**src/rtl/cim_ctrl_pkg.sv**
```systemverilog
// cim_ctrl_pkg: shared command encodings, scheduler states and default widths for the CIM macro scheduler
package cim_ctrl_pkg;
    localparam int DEF_ADDR_WIDTH = 10;
    localparam int DEF_DATA_WIDTH = 8;
    localparam int DEF_CIM_IN_W   = 64;
    localparam int DEF_CIM_OUT_W  = 128;

    typedef enum logic [1:0] {
        OP_WRITE = 2'd0,
        OP_READ  = 2'd1,
        OP_CIM   = 2'd2,
        OP_RSVD  = 2'd3
    } cmd_op_e;

    typedef enum logic [2:0] {
        IDLE,
        WRITE,
        RD_ISSUE,
        RD_CAP,
        CIM_ISSUE,
        CIM_CAP,
        RESP
    } state_e;
endpackage

```
**src/rtl/cim_macro_scheduler.sv**
```systemverilog
// cim_macro_scheduler: sequences write bursts, reads and compute ops onto a CIM SRAM macro
module cim_macro_scheduler
    import cim_ctrl_pkg::*;
#(
    parameter int ADDR_WIDTH = DEF_ADDR_WIDTH,
    parameter int DATA_WIDTH = DEF_DATA_WIDTH,
    parameter int CIM_IN_W   = DEF_CIM_IN_W,
    parameter int CIM_OUT_W  = DEF_CIM_OUT_W
) (
    input  logic                  clk,
    input  logic                  rst_n,
    input  logic                  cmd_valid,
    output logic                  cmd_ready,
    input  logic [1:0]            cmd_op,
    input  logic [ADDR_WIDTH-1:0] cmd_addr,
    input  logic [ADDR_WIDTH-1:0] cmd_len,
    input  logic [CIM_IN_W-1:0]   cmd_cim_in,
    input  logic                  wr_valid,
    output logic                  wr_ready,
    input  logic [DATA_WIDTH-1:0] wr_data,
    output logic                  rsp_valid,
    input  logic                  rsp_ready,
    output logic                  rsp_is_cim,
    output logic [CIM_OUT_W-1:0]  rsp_data,
    output logic                  cmd_err,
    output logic                  busy,
    output logic                  mac_cs,
    output logic                  mac_web,
    output logic                  mac_cimeb,
    output logic [ADDR_WIDTH-1:0] mac_addr,
    output logic [DATA_WIDTH-1:0] mac_wdata,
    output logic [CIM_IN_W-1:0]   mac_cim_in,
    input  logic [DATA_WIDTH-1:0] mac_rdata,
    input  logic [CIM_OUT_W-1:0]  mac_cim_out
);
    state_e                state_q, state_d;
    logic [ADDR_WIDTH-1:0] addr_q, addr_d, cnt_q, cnt_d;
    logic [CIM_IN_W-1:0]   cim_q, cim_d;
    logic [CIM_OUT_W-1:0]  rsp_data_q, rsp_data_d;
    logic                  rsp_is_cim_q, rsp_is_cim_d, err_q, err_d;
    logic                  wr_st, rd_st, ci_st, wr_go;

    assign wr_st = state_q == WRITE;
    assign rd_st = state_q == RD_ISSUE || state_q == RD_CAP;
    assign ci_st = state_q == CIM_ISSUE || state_q == CIM_CAP;
    assign wr_go = wr_st && wr_valid;

    assign cmd_ready  = rst_n && state_q == IDLE;
    assign busy       = state_q != IDLE;
    assign wr_ready   = wr_st;
    assign rsp_valid  = state_q == RESP;
    assign rsp_data   = rsp_data_q;
    assign rsp_is_cim = rsp_is_cim_q;
    assign cmd_err    = err_q;

    // Controls are held constant across ISSUE and CAP since the macro gates its outputs on the live pins
    assign mac_cs     = wr_go || rd_st || ci_st;
    assign mac_web    = !wr_go;
    assign mac_cimeb  = !ci_st;
    assign mac_addr   = (wr_st || rd_st || ci_st) ? addr_q : '0;
    assign mac_wdata  = wr_go ? wr_data : '0;
    assign mac_cim_in = ci_st ? cim_q : '0;

    always_comb begin
        state_d      = state_q;
        addr_d       = addr_q;
        cnt_d        = cnt_q;
        cim_d        = cim_q;
        rsp_data_d   = rsp_data_q;
        rsp_is_cim_d = rsp_is_cim_q;
        err_d        = 1'b0;
        case (state_q)
            IDLE: if (cmd_valid && cmd_ready) begin
                addr_d = cmd_addr;
                case (cmd_op_e'(cmd_op))
                    OP_WRITE: begin
                        state_d = WRITE;
                        cnt_d   = cmd_len;
                    end
                    OP_READ:  state_d = RD_ISSUE;
                    OP_CIM: begin
                        state_d = CIM_ISSUE;
                        cim_d   = cmd_cim_in;
                    end
                    default:  err_d = 1'b1;
                endcase
            end
            WRITE: if (wr_valid) begin
                addr_d  = addr_q + 1'b1;
                cnt_d   = cnt_q - 1'b1;
                state_d = cnt_q == '0 ? IDLE : WRITE;
            end
            RD_ISSUE:  state_d = RD_CAP;
            RD_CAP: begin
                rsp_data_d   = {{(CIM_OUT_W-DATA_WIDTH){1'b0}}, mac_rdata};
                rsp_is_cim_d = 1'b0;
                state_d      = RESP;
            end
            CIM_ISSUE: state_d = CIM_CAP;
            CIM_CAP: begin
                rsp_data_d   = mac_cim_out;
                rsp_is_cim_d = 1'b1;
                state_d      = RESP;
            end
            RESP:      state_d = rsp_ready ? IDLE : RESP;
            default:   state_d = IDLE;
        endcase
    end

    always_ff @(posedge clk or negedge rst_n) begin
        if (!rst_n) begin
            state_q      <= IDLE;
            addr_q       <= '0;
            cnt_q        <= '0;
            cim_q        <= '0;
            rsp_data_q   <= '0;
            rsp_is_cim_q <= 1'b0;
            err_q        <= 1'b0;
        end else begin
            state_q      <= state_d;
            addr_q       <= addr_d;
            cnt_q        <= cnt_d;
            cim_q        <= cim_d;
            rsp_data_q   <= rsp_data_d;
            rsp_is_cim_q <= rsp_is_cim_d;
            err_q        <= err_d;
        end
    end
endmodule

```
**config.mk**
```make
export PLATFORM = sky130hd
export DESIGN_NAME = cim_macro_scheduler
export DESIGN_NICKNAME = d
export VERILOG_FILES = /design/src/rtl/cim_ctrl_pkg.sv /design/src/rtl/cim_macro_scheduler.sv
export SDC_FILE = /design/constraint.sdc
export NUM_CORES = 1
export LEC_CHECK = 0
export ABC_AREA = 1
export BUFFER_PORTS_ARGS = -buffer_cell sky130_fd_sc_hd__buf_2
export CAP_MARGIN = 20
export CELL_PAD_IN_SITES_DETAIL_PLACEMENT = 0
export CELL_PAD_IN_SITES_GLOBAL_PLACEMENT = 1
export CORE_AREA = 2 2 175 177
export CTS_CLUSTER_DIAMETER = 100
export DETAILED_ROUTE_END_ITERATION = 12
export DIE_AREA = 0 0 177 179
export PLACE_DENSITY = 0.82
export SYNTH_ARGS = -nofsm -noshare
export SYNTH_HDL_FRONTEND = slang
export SYNTH_SLANG_ARGS = --single-unit
```
**constraint.sdc**
```tcl
create_clock -name clk -period 1.9 [get_ports clk]
set_input_delay 0.285 -clock clk [delete_from_list [all_inputs] [get_ports clk]]
set_output_delay 0.285 -clock clk [all_outputs]
set_load 0.02 [all_outputs]
```
== Word-level counts from Yosys, hierarchy flattened ==
Index checks and enable logic that the tools add are counted.
Word-level totals
  output and inout bits: 219
  input bits: 235
  memory bits (read-only): 0
  register bits after elaboration: 217
  latch bits: 0
  logic and storage cells: 65
  bits in writable memories: 0
  memories: 0
Operators by class
  equality and inequality tests: 12
  multiply operators: 0
  $lt $le $gt $ge: 0
  muxes and demuxes: 21
  add/sub/neg operators: 2
  reductions and logical operators: 23
  bitwise operators: 0
  shift operators: 0
  divide/modulo/power cells: 0
Operators by type and width (count)
  $pmux W128 S2: 1
  $mux W64: 1
  $mux W10: 6
  $pmux W10 S2: 2
  $pmux W3 S6: 1
  $add A10 B1 Y10 const B: 1
  $logic_not A10 Y1: 1
  $sub A10 B1 Y10 const B: 1
  $eq A3 B3 Y1 const B: 3
  $mux W3: 3
  $pmux W3 S3: 1
  $reduce_and A3 Y1: 3
  $mux W8: 1
  $eq A3 B2 Y1 const B: 2
  $logic_or A1 B1 Y1: 6
  $mux W1: 4
  $ne A2 B1 Y1 const B: 2
  $ne A4 B1 Y1 const B: 1
  $reduce_and A4 Y1: 1
  $reduce_bool A2 Y1: 2
  $eq A3 B1 Y1 const B: 1
  $logic_and A1 B1 Y1: 3
  $logic_not A3 Y1: 1
  $reduce_bool A3 Y1: 1
  8 further kinds: 9

== Depth between registers and ports, before layout ==
  word-level depth: 5
  gate-level depth with buffers: 11

== Worst setup path after synthesis ==
Ideal clock, no wire load.
  path kind: register to output
  from: register state_q[2]
  to: output mac_wdata[0]
  slack: -0.097 ns
  stages on the path, launching flop included: 6
  buffers on the path: 2
  arrival time: 1.712 ns
  data required time: 1.615 ns
  cells stage by stage: dfrtp_1 buf_2 nor3_4 buf_2 nand2_1 nor2_1
On the way
  cells in the longest elaborated chain, start to end: 3
RTL lines
  from (decl): line cim_macro_scheduler.sv:36  | state_e state_q, state_d;
  from (signal assigned): line cim_macro_scheduler.sv:120  | state_q <= state_d;
  $eq A3 B1 Y1: line cim_macro_scheduler.sv:43  | assign wr_st = state_q == WRITE;
  named net wr_ready: line cim_macro_scheduler.sv:19  | output logic wr_ready,
  $logic_and A1 B1 Y1: line cim_macro_scheduler.sv:46  | assign wr_go = wr_st && wr_valid;
  $mux W8: line cim_macro_scheduler.sv:61  | assign mac_wdata = wr_go ? wr_data : '0;
  to (decl): line cim_macro_scheduler.sv:31  | output logic [DATA_WIDTH-1:0] mac_wdata,
The timed path passes the listed nets, and every way through them passes these cells.

== Final worst setup path ==
  from: register state_q[2]
  to: output mac_wdata[5]
On the way
  cells in the longest elaborated chain, start to end: 3
RTL lines (line)
  $eq A3 B1 Y1: cim_macro_scheduler.sv:43
  $logic_and A1 B1 Y1: cim_macro_scheduler.sv:46
  $mux W8: cim_macro_scheduler.sv:61
No other way between the ends.

==> results.md <==
- The number of search-and-repair iterations in the first detailed-routing pass is 7.
- The stage delay of the slowest cell on the critical path is approximately 0.55 ns.
- The critical path starts at state_q[2]$_DFFE_PN0P_.
- Measured against its own limit, the worst slew margin works out to 0.527.
- The depth of the worst hold-timing path is 3.
- In this run the most critical hold path is launched from cmd_cim_in[33].
- In this run the horizontal extent of the chip is 177 microns.
- The vertical die dimension is approximately 180 microns.
- The run finished, with violations left.
- The maximum clock skew at final layout is ~0.010 ns.
- In this run the number of H-tree levels came out at 1.
- Max-cap violations in this run came to 0.
- Detailed routing inserted a total of 9626 vias.
- In the post-route analysis, the smallest setup slack over all paths is -0.179 ns.
- The min-delay analysis places its worst path in the category input pin to flop.
- Counting flops with a built-in enable in the synthesized netlist gives 0.
- When the netlist entered floorplanning its net count stood at 1219.
- The overall fraction of global-route tracks in use is 0.200.
- The critical path runs through a total of 5 cells.
- The post-detailed-route count of antenna-violating nets is 0.
- For the worst-skew pair, the clock arrives at the later sink with an insertion delay of 0.52 ns.
- The arrival time at the worst endpoint is 1.79 ns.
- TritonCTS built the clock tree.
- The post-placement worst setup slack is about 0.072 ns.
- The pin count of the biggest net entering global routing is 127.
- The worst setup path is captured at an output pin.
- Setup repair after global routing could not meet its margin everywhere.
- For the worst setup path, the data required time is approximately 1.6 ns.
- The share of layout cells above drive strength 1 is 0.434.
- Across all hold checks on the routed design, the worst slack comes to between 0.01 and 0.015 ns.
- The fraction of the yosys area taken by sequential cells is 0.578.
- The overall overflow remaining after global route is 0.
- After synthesis, the share of flip-flops with an asynchronous set or reset is 1.00.
- Setup violations remaining at the end of the flow were counted as 87.
- Synthesis produced a netlist whose cell count is around 1000.
- For this configuration, the core starts out at a cell density of 0.313.
- The final layout contains routed wiring with a total length of around 37000 microns.
- The post-detailed-placement half-perimeter wirelength is ~22000 microns.
- After clock tree synthesis, the clock-pin slew on the worst setup and hold paths is about 0.06 ns.
- In this run, placement finished with an instance count of about 1800.
- The critical setup path kind is flop to output pin.
- After routing, the total negative slack on setup checks comes to -9.11 ns.
- The longest clock path from root to sink contains 3 buffers.
- Counting both buffers and inverters, the worst setup path holds a total of 2.
- The most frequently used cell type in the post-synthesis netlist is sky130_fd_sc_hd__dfrtp_1.
- The largest area contributor in the netlist is sky130_fd_sc_hd__dfrtp_1.
- The clock tree root buffer cell is sky130_fd_sc_hd__clkbuf_16.
- The summed area of non-filler cells in the final layout is 0.0156 sq mm.
- The synthesized design contains between 200 and 250 register bits.
- The post-detailed-route wirelength per cell is between 15 and 20 microns.
- Using the TritonRoute via totals, the vias-per-cell ratio works out to about 5.0.
- The number of clock sinks is ~220.
- The number of buffers added by the clock tree synthesis step is 25.
- The top flip-flop cell by instance count after synthesis is sky130_fd_sc_hd__dfrtp_1.
- The placed instances occupy a cell area of 0.0122 sq mm.
- The first global-routing pass estimated about 50000 microns of wire.
- The die area is roughly 0.032 sq mm.
- The smallest clock period supported by the final layout is computed as around 2.1 ns.
- In this run the cell area of the synthesized design comes to around 0.0094 sq mm.
- The number of nets in the final layout is around 1800.
- The core occupancy in the finished layout is 0.519.
- The core region is between 0.03 and 0.04 sq mm.
- The initial antenna violation count was 3.
- Derived from the worst setup path, the maximum achievable clock frequency is roughly 0.48 GHz.
- The number of placement rows is between 60 and 70.
- The critical register-to-register path startpoint is state_q[1]$_DFFE_PN0P_.
- In this run the worst path has a maximum fanout of 5.
- At the pin with the least slew margin, the transition time is 0.709 ns.
- The via count of the first global-routing pass was approximately 9100.
- The count of pins over their slew limit is 0.
- The total I/O pin count is between 400 and 500.
- The final-report hold violation count is 0.
- The cell family contributing the most delay on the critical path is flip-flops.
- By area the synthesized netlist is led by sky130_fd_sc_hd__dfrtp_1, sky130_fd_sc_hd__a32o_1, sky130_fd_sc_hd__nor2_1.
- The count of buffers inserted at the top-level ports is between 400 and 500.
- Traced cell by cell, the critical path runs through nor3_4 > buf_12 > nand2_8 > nor2_2 > buf_6.
- Among all stages on the critical path, the largest delay is contributed by sky130_fd_sc_hd__dfrtp_4.
- Of the post-synthesis cell area, the dominant cell type holds 0.578.
- The commonest cells after synthesis are sky130_fd_sc_hd__dfrtp_1, sky130_fd_sc_hd__nor2_1, sky130_fd_sc_hd__a32o_1.
- The count of yosys warnings during synthesis is 0.
- The count of distinct cell types in the synthesized netlist is 27.
- The power density normalized to cell area is 1440 mW/mm^2.
- The total power is approximately 22 mW.
- After detailed routing, the number of remaining DRC violations is 0.
- The congestion estimate from routability-driven global placement came to 0.808.
- The checks that failed: negative setup slack.
- The finished layout holds 1941 standard cells, fillers aside.
- Dividing the final minimum period by the clock period gives 1.09.
- The number of design-rule violations left by the first detailed-router iteration is 572.
- The worst supply voltage drop on vdd is between 0.0008 and 0.0009 V.
- The analysis attributes to cell leakage a power of ~8.0 nW.
- The depth of the worst register-to-register path is 10.
- The worst setup path is launched from a flop.
- Compared with the post-synthesis result, the final layout area differs by 66.0%.
- In this run the mean area of a mapped cell was 9.61 sq um.
flip-flops by register name (all words and copies together), names as in the netlist:
| signal | cells |
|---|---|
| rsp_data | 128 |
| cim_q | 64 |
| addr_q | 10 |
| cnt_q | 10 |
| state_q | 3 |
| cmd_err | 1 |
| rsp_is_cim | 1 |
area by class of cell:
type	instances	area, sq um
antenna	2	5.00
clock buffer	34	689
clock inverter	10	87.6
fill	2680	14400
inverter	116	445
multi-input combinational	575	3960
sequential	217	5440
tap	396	495
timing repair buffer	591	4460
placed cells by master, fill, tap and decap left out, types with 70 or more instances in the layout:
| cell type | n |
|---|---|
| sky130_fd_sc_hd__a21oi_1 | 85 |
| sky130_fd_sc_hd__a32o_1 | 120 |
| sky130_fd_sc_hd__buf_2 | 363 |
| sky130_fd_sc_hd__buf_6 | 91 |
| sky130_fd_sc_hd__dfrtp_1 | 214 |
| sky130_fd_sc_hd__dlygate4sd3_1 | 70 |
| sky130_fd_sc_hd__inv_1 | 111 |
| sky130_fd_sc_hd__nand2_1 | 108 |
| sky130_fd_sc_hd__nor2_1 | 89 |
| sky130_fd_sc_hd__nor2_4 | 82 |
power breakdown:
part	internal [mW]	switching (mW)
combinational	4.09	6.41
sequential	6.40	0.853
clock	2.68	1.96
timing repair:
action,4_1_cts,5_1_grt
hold endpoints to repair,280,6
cloned,7,7
gates resized for setup,88,291
setup buffers,13,12
setup endpoints to repair,89,101
pin swaps,7,7
hold buffers,64,6
worst min-delay path, stage by stage:
cell	delay, ns
sky130_fd_sc_hd__buf_2	0.08
sky130_fd_sc_hd__nor2_1	0.03
sky130_fd_sc_hd__a21oi_1	0.10
metal layers:
metal	GRT usage	part of all wire	vias to the layer above
met1	0.252	0.39	4735
met2	0.351	0.51	395
met5	0	0.00033	-
met3	0.0409	0.074	58
met4	0.0468	0.023	2
li1	-	-	4436
path summary, 6_finish.rpt:
path,end,slack (ns)
worst max-delay path,mac_wdata[5],-0.18
worst min-delay path,cim_q[33]$_DFFE_PN0P_,0.01
worst max register to register,cim_q[34]$_DFFE_PN0P_,0.06
worst min register to register,cnt_q[7]$_DFFE_PN0P_,0.47
max in group asynchronous,state_q[2]$_DFFE_PN0P_,0.82
min in group asynchronous,cim_q[31]$_DFFE_PN0P_,0.50
logic make-up after synthesis:
group / synth area share
DFF: 0.578
xor gates and xnor gates: 0.000933
AOI/OAI and AO/OA: 0.189
adders and majority gates: 0.00933
buffers and inverters: 0.0795
and+or+nand+nor: 0.143
Power figures use the tool's default switching activity.
